$ cat config.mk
export PLATFORM = sky130hd
export DESIGN_NAME = imem_loader_flat
export DESIGN_NICKNAME = d
export VERILOG_FILES = /design/src/rtl/imem_loader_if.sv /design/src/rtl/imem_loader.sv /design/src/flat_wrapper.sv
export SDC_FILE = /design/constraint.sdc
export NUM_CORES = 1
export LEC_CHECK = 0
export BUFFER_PORTS_ARGS = -buffer_cell sky130_fd_sc_hd__buf_2
export CAP_MARGIN = 0
export CORE_AREA = 5 5 133 135
export DETAILED_ROUTE_END_ITERATION = 10
export DIE_AREA = 0 0 138 140
export GPL_TIMING_DRIVEN = 0
export HOLD_SLACK_MARGIN = 0.12
export PLACE_DENSITY_LB_ADDON = 0.3
export SLEW_MARGIN = 20
export SYNTH_ARGS = -nofsm -noshare
export SYNTH_HDL_FRONTEND = slang
export SYNTH_SLANG_ARGS = --single-unit
$ cat constraint.sdc
create_clock -name clk -period 4.9 [get_ports clk]
set_input_delay 0.98 -clock clk [delete_from_list [all_inputs] [get_ports clk]]
set_output_delay 0.98 -clock clk [all_outputs]
set_load 0.005 [all_outputs]
$ cat src/rtl/imem_loader_if.sv
// Byte-stream input and instruction-RAM write port of the program loader.
interface imem_loader_if #(
  parameter int ADDR_W = 12
);
  logic              s_valid;
  logic [7:0]        s_data;
  logic              s_ready;
  logic              we;
  logic [ADDR_W-1:0] waddr;
  logic [31:0]       wdata;

  // Stream source / RAM observer side.
  modport master (
    output s_valid, s_data,
    input  s_ready, we, waddr, wdata
  );

  // Loader side: consumes the stream, drives the write port.
  modport slave (
    input  s_valid, s_data,
    output s_ready, we, waddr, wdata
  );
endinterface

$ cat src/rtl/imem_loader.sv
// Instruction-memory loader: parses a framed byte image (16-bit word count,
// big-endian words, XOR checksum), writes words into the instruction RAM and
// releases core_rst only once the checksum has been verified.
module imem_loader #(
  parameter int ADDR_W    = 12,
  parameter int BASE_ADDR = 0
) (
  input  logic          clk,
  input  logic          rst,
  imem_loader_if.slave  bus,
  output logic          core_rst,
  output logic          done,
  output logic          err
);

  typedef enum logic [2:0] {IDLE, HDR_HI, HDR_LO, DATA, CSUM, DONE, ERR} state_t;

  // Largest word count that fits between BASE_ADDR and the top of the RAM.
  localparam logic [31:0] CAP = 32'((64'd1 << ADDR_W) - 64'(BASE_ADDR));

  state_t      state, state_nx;
  logic [7:0]  cnt_hi;
  logic [15:0] cnt;
  logic [15:0] idx;
  logic [1:0]  bcnt;
  logic [23:0] wbuf;
  logic [7:0]  csum;

  logic        xfer;
  logic [31:0] n_hdr;
  logic        last_byte;
  logic        ready_nx, done_nx, err_nx, core_rst_nx, we_nx;

  assign xfer      = bus.s_valid & bus.s_ready;
  assign n_hdr     = {16'h0, cnt_hi, bus.s_data};
  assign last_byte = (bcnt == 2'd3);

  // State register.
  always_ff @(posedge clk or posedge rst) begin
    if (rst) state <= IDLE;
    else     state <= state_nx;
  end

  // Next-state decode; stalls (no transfer) hold the current state.
  always_comb begin
    state_nx = state;
    case (state)
      IDLE:   state_nx = HDR_HI;
      HDR_HI: if (xfer) state_nx = HDR_LO;
      HDR_LO: if (xfer) begin
        if (n_hdr > CAP)       state_nx = ERR;
        else if (n_hdr == '0)  state_nx = CSUM;
        else                   state_nx = DATA;
      end
      DATA:   if (xfer && last_byte && (idx + 16'd1 == cnt)) state_nx = CSUM;
      CSUM:   if (xfer) state_nx = (bus.s_data == csum) ? DONE : ERR;
      DONE:   state_nx = DONE;
      ERR:    state_nx = ERR;
      default: state_nx = IDLE;
    endcase
  end

  // Output decode from the next state, so every output leaves a flop.
  always_comb begin
    ready_nx    = (state_nx == HDR_HI) || (state_nx == HDR_LO) ||
                  (state_nx == DATA)   || (state_nx == CSUM);
    done_nx     = (state_nx == DONE);
    err_nx      = (state_nx == ERR);
    core_rst_nx = (state_nx != DONE);
    we_nx       = (state == DATA) && xfer && last_byte;
  end

  // Registered outputs and framing datapath.
  always_ff @(posedge clk or posedge rst) begin
    if (rst) begin
      bus.s_ready <= 1'b0;
      bus.we      <= 1'b0;
      bus.waddr   <= ADDR_W'(BASE_ADDR);
      bus.wdata   <= '0;
      core_rst    <= 1'b1;
      done        <= 1'b0;
      err         <= 1'b0;
      cnt_hi      <= '0;
      cnt         <= '0;
      idx         <= '0;
      bcnt        <= '0;
      wbuf        <= '0;
      csum        <= '0;
    end else begin
      bus.s_ready <= ready_nx;
      bus.we      <= we_nx;
      core_rst    <= core_rst_nx;
      done        <= done_nx;
      err         <= err_nx;
      if (xfer && (state == HDR_HI || state == HDR_LO || state == DATA))
        csum <= csum ^ bus.s_data;
      if (xfer && state == HDR_HI) cnt_hi <= bus.s_data;
      if (xfer && state == HDR_LO) cnt    <= {cnt_hi, bus.s_data};
      if (xfer && state == DATA) begin
        wbuf <= {wbuf[15:0], bus.s_data};
        bcnt <= bcnt + 2'd1;
      end
      // Header overflow check guarantees idx stays inside the RAM.
      if (we_nx) begin
        bus.waddr <= ADDR_W'(BASE_ADDR) + idx[ADDR_W-1:0];
        bus.wdata <= {wbuf, bus.s_data};
        idx       <= idx + 16'd1;
      end
    end
  end

endmodule

$ cat src/flat_wrapper.sv
// flat-port wrapper written by rule: the top's interface ports become plain ports
module imem_loader_flat 
#(
  parameter int ADDR_W    = 12,
  parameter int BASE_ADDR = 0
)
  (clk, rst, core_rst, done, err, bus_s_valid, bus_s_data, bus_s_ready, bus_we, bus_waddr, bus_wdata);
  imem_loader_if #(.ADDR_W(ADDR_W)) bus_i ();
  input  logic clk;
  input  logic rst;
  output logic core_rst;
  output logic done;
  output logic err;
  input wire logic [$bits(bus_i.s_valid)-1:0] bus_s_valid;
  input wire logic [$bits(bus_i.s_data)-1:0] bus_s_data;
  output wire logic [$bits(bus_i.s_ready)-1:0] bus_s_ready;
  output wire logic [$bits(bus_i.we)-1:0] bus_we;
  output wire logic [$bits(bus_i.waddr)-1:0] bus_waddr;
  output wire logic [$bits(bus_i.wdata)-1:0] bus_wdata;
  assign bus_i.s_valid = bus_s_valid;
  assign bus_i.s_data = bus_s_data;
  assign bus_s_ready = bus_i.s_ready;
  assign bus_we = bus_i.we;
  assign bus_waddr = bus_i.waddr;
  assign bus_wdata = bus_i.wdata;
  imem_loader #(.ADDR_W(ADDR_W), .BASE_ADDR(BASE_ADDR)) u_core (.clk(clk), .rst(rst), .bus(bus_i), .core_rst(core_rst), .done(done), .err(err));
endmodule
==> results by group <==
Synth
  • Post-synth design cell area: 5620 sq um
  • Synth unique cells: 52
  • Seq/Total Area, Yosys: 0.562
  • #FFs+latches synth: 126
  • Asr flop ratio synth: 1.00
  • Synth warn: 0
  • Dominant cell type by area after synthesis: dfrtp_1
  • Share of Yosys cell area claimed by the top area cell type: 0.557
  • Post-synthesis average cell area: 10.9 sq um
  • Post-Syn Instances: 516
  • Ranking of synthesized cells by area: dfrtp_1, nand2_1, mux2_2
  • Primary flip-flop cell chosen by synthesis mapping: dfrtp_1
  • Post-synth EDFFs: 0
  • Mapped Nets: 529

Critical path
  • Critical path class: flip-flop to flip-flop
  • Startpoint types: flip-flop
  • Crit path max fanout: 9
  • FF-to-FF path depth: 9
  • Worst Path Required: 5210 ps
  • WP data arrival: 3210 ps
  • Endpoint type of the worst setup path: flip-flop
  • Flop-to-flop setup slack: 2000 ps

Drt
  • Vias per cell: 4.73
  • DR iter-0 viols: 235
  • Highest metal used: met4
  • Final wirelength: 12400 um
  • M1 WL: 5890 um
  • DRC viols: 0
  • Drt first pass iters: 4
  • WL met2: 5800 um
  • Metal3 WL: 555 um
  • Post-route ant nets: 0
  • Detailed-route wire length per cell: 15.0 um
  • Routed vias: 3915

Pwr
  • P_leak: 3.23 nW
  • Final total power: 4.14 mW
  • Max VDD drop: 0.276 mV
  • PD cells: 608 nW/um^2

Placed design
  • Dpl hpwl: 8740 um
  • GPL Wtd Cong: 0.797
  • Placed cells: 796
  • Placed Instance Area: 6220 sq um
  • Port bufs: 59

STA
  • Max-slew headroom: 0.523
  • Clk_skew: 8.86 ps
  • Final Critical Period: 2900 ps
  • Final setup viols: 0
  • F_max: 345 MHz
  • Fin. Hold Viols: 0
  • RSZ-0062 raised after global routing: no
  • Slew @ Worst Pin: 712 ps
  • Slew Limit Fails: 0
  • Tcrit/Tclk final: 0.592
  • Setup TNS Final: 0 ps

Job
  • Max-cap viol count: 0

Global route
  • Vias in the first global route: 4097
  • Grt total ovfl: 0
  • Pin count of the biggest net entering global routing: 74
  • Initial antenna violation count: 0
  • Global-route wire length before repair: 21200 um
  • GRT Total Usage: 0.136

Cells and area
  • Design Area, Final: 6820 sq um
  • Post-layout nets: 608
  • Share of layout cells above drive strength 1: 0.260
  • N_diodes: 0
  • Layout Cells excl Fill: 828
  • Fin util: 0.417
  • Area delta synth->final: 21.3%

Floorplan
  • IO Pins: 60
  • Initial Utilization: 0.344
  • Area of the core: 16300 sq um
  • Vert. Die Dim: 140 um
  • DIE AREA: 19300 sq um
  • Die X: 138 um
  • Row count: 47

Clock network
  • CTS Root Cell: clkbuf_16
  • CTS tree: done
  • CTS Hold Bufs: 0
  • Clk_lat worst skew: 420 ps
  • Post-CTS setup buffer count: 0
  • Clock Path Buffers: 2
  • Reg clk slew, reported paths: 60 ps
  • Clock Sinks: 126
  • CTS Buf Count: 17
  • H-tree Lvls: 4
  • Post-cts resize count: 0

Min path
  • Worst hold-check path type: flip-flop to flip-flop
  • Hold Path Depth: 2

Outcome
  • Status: finished clean
[cells in the mapped netlist (4+ instances only)]
cell type / count
mux2_2: 49
dfrtp_1: 125
nor2_1: 12
nand4_1: 7
xor2_1: 15
nand2_1: 154
o21ai_0: 8
nand3_1: 6
inv_1: 4
buf_4: 4
or3_1: 6
clkbuf_1: 11
nor4_1: 4
xnor2_1: 37
nor3_1: 10
nand2b_1: 4
and2_1: 5
[where the power goes]
| group | switching (mW) | internal [mW] | total, mW |
|---|---|---|---|
| combinational | 0.515 | 0.593 | 1.11 |
| clock | 0.537 | 0.726 | 1.26 |
| sequential | 0.308 | 1.46 | 1.77 |
| total | 1.36 | 2.78 | 4.14 |
[stage by stage]
| step | setup slack, ps | hold WS [ps] |
|---|---|---|
| floorplan | 566 | 435 |
| global placement | -756 | 453 |
| detailed placement | 1750 | 458 |
| CTS | 1980 | 473 |
| global route | 1910 | 491 |
| finish | 2000 | 464 |
[layout by cell type, fill, tap and decap left out, types with 4 or more instances in the layout]
master / synthesis / final
or3_1: 6 / 6
and2_1: 5 / 5
clkbuf_16: 0 / 17
nor4_1: 4 / 4
o21ai_0: 8 / 8
inv_6: 0 / 6
xnor2_1: 37 / 37
clkbuf_1: 11 / 11
dfrtp_1: 125 / 125
nand3_1: 6 / 6
xor2_1: 15 / 15
nor2_1: 12 / 12
nand2_1: 154 / 154
clkinv_4: 0 / 4
inv_8: 0 / 4
buf_2: 3 / 62
mux2_2: 49 / 49
nor3_1: 10 / 10
buf_4: 4 / 4
nand4_1: 7 / 7
nand2b_1: 4 / 4
[flip-flops by register name (all words and copies together) (netlist names)]
| register | count |
|---|---|
| u_core.state | 3 |
| u_core.bus.we | 1 |
| u_core.bus.wdata | 32 |
| u_core.bcnt | 2 |
| u_core.err | 1 |
| u_core.wbuf | 24 |
| u_core.done | 1 |
| u_core.csum | 8 |
| u_core.cnt_hi | 8 |
| u_core.idx | 16 |
| u_core.bus.waddr | 12 |
| u_core.core_rst | 1 |
| u_core.bus.s_ready | 1 |
| u_core.cnt | 16 |
[cell families after synthesis]
family | share of synthesized area
AOI/OAI and AO/OA | 0.0359
xor gates and xnor gates | 0.0811
adders and majority gates | 0.00445
buffers and inverters | 0.0207
DFF | 0.562
muxes | 0.100
and+or+nand+nor | 0.196
[worst max-delay path, cell delays in order (launching register included)]
cell and delay [ps]:
dfrtp_1 500, ha_1 250, buf_4 170, nand3_4 150, nor4_4 50, or3_1 400
a2111o_1 470, nor4_4 390, a21boi_1 110, a211o_1 290
[routing by layer]
layer / GRT usage / vias up
met4: 0.0494 / 0
li1: - / 1899
met2: 0.206 / 76
met1: 0.186 / 1923
met5: 0 / -
met3: 0.0406 / 17
[path summary, 6_finish.rpt]
check,start,endpoint
max in group asynchronous,rst,u_core.csum[2]$_DFFE_PP0P_
min reg2reg,u_core.bus.waddr[3]$_DFFE_PP0P_,u_core.bus.waddr[3]$_DFFE_PP0P_
min,u_core.bus.waddr[3]$_DFFE_PP0P_,u_core.bus.waddr[3]$_DFFE_PP0P_
max reg2reg,u_core.idx[0]$_DFFE_PP0P_,u_core.bus.s_ready$_DFF_PP0_
max,u_core.idx[0]$_DFFE_PP0P_,u_core.bus.s_ready$_DFF_PP0_
min in group asynchronous,rst,u_core.bus.waddr[2]$_DFFE_PP0P_
[cell type report]
cell class                 count  area (sq um)
fill                        1627          9530
sequential                   126          3150
multi-input combinational    364          2350
clock buffer                  17           425
timing repair buffer          60           323
tap                          220           275
clock inverter                15           170
buffer                        21          97.6
inverter                       5          23.8
Note: power is estimated with default switching activity, not from simulation.
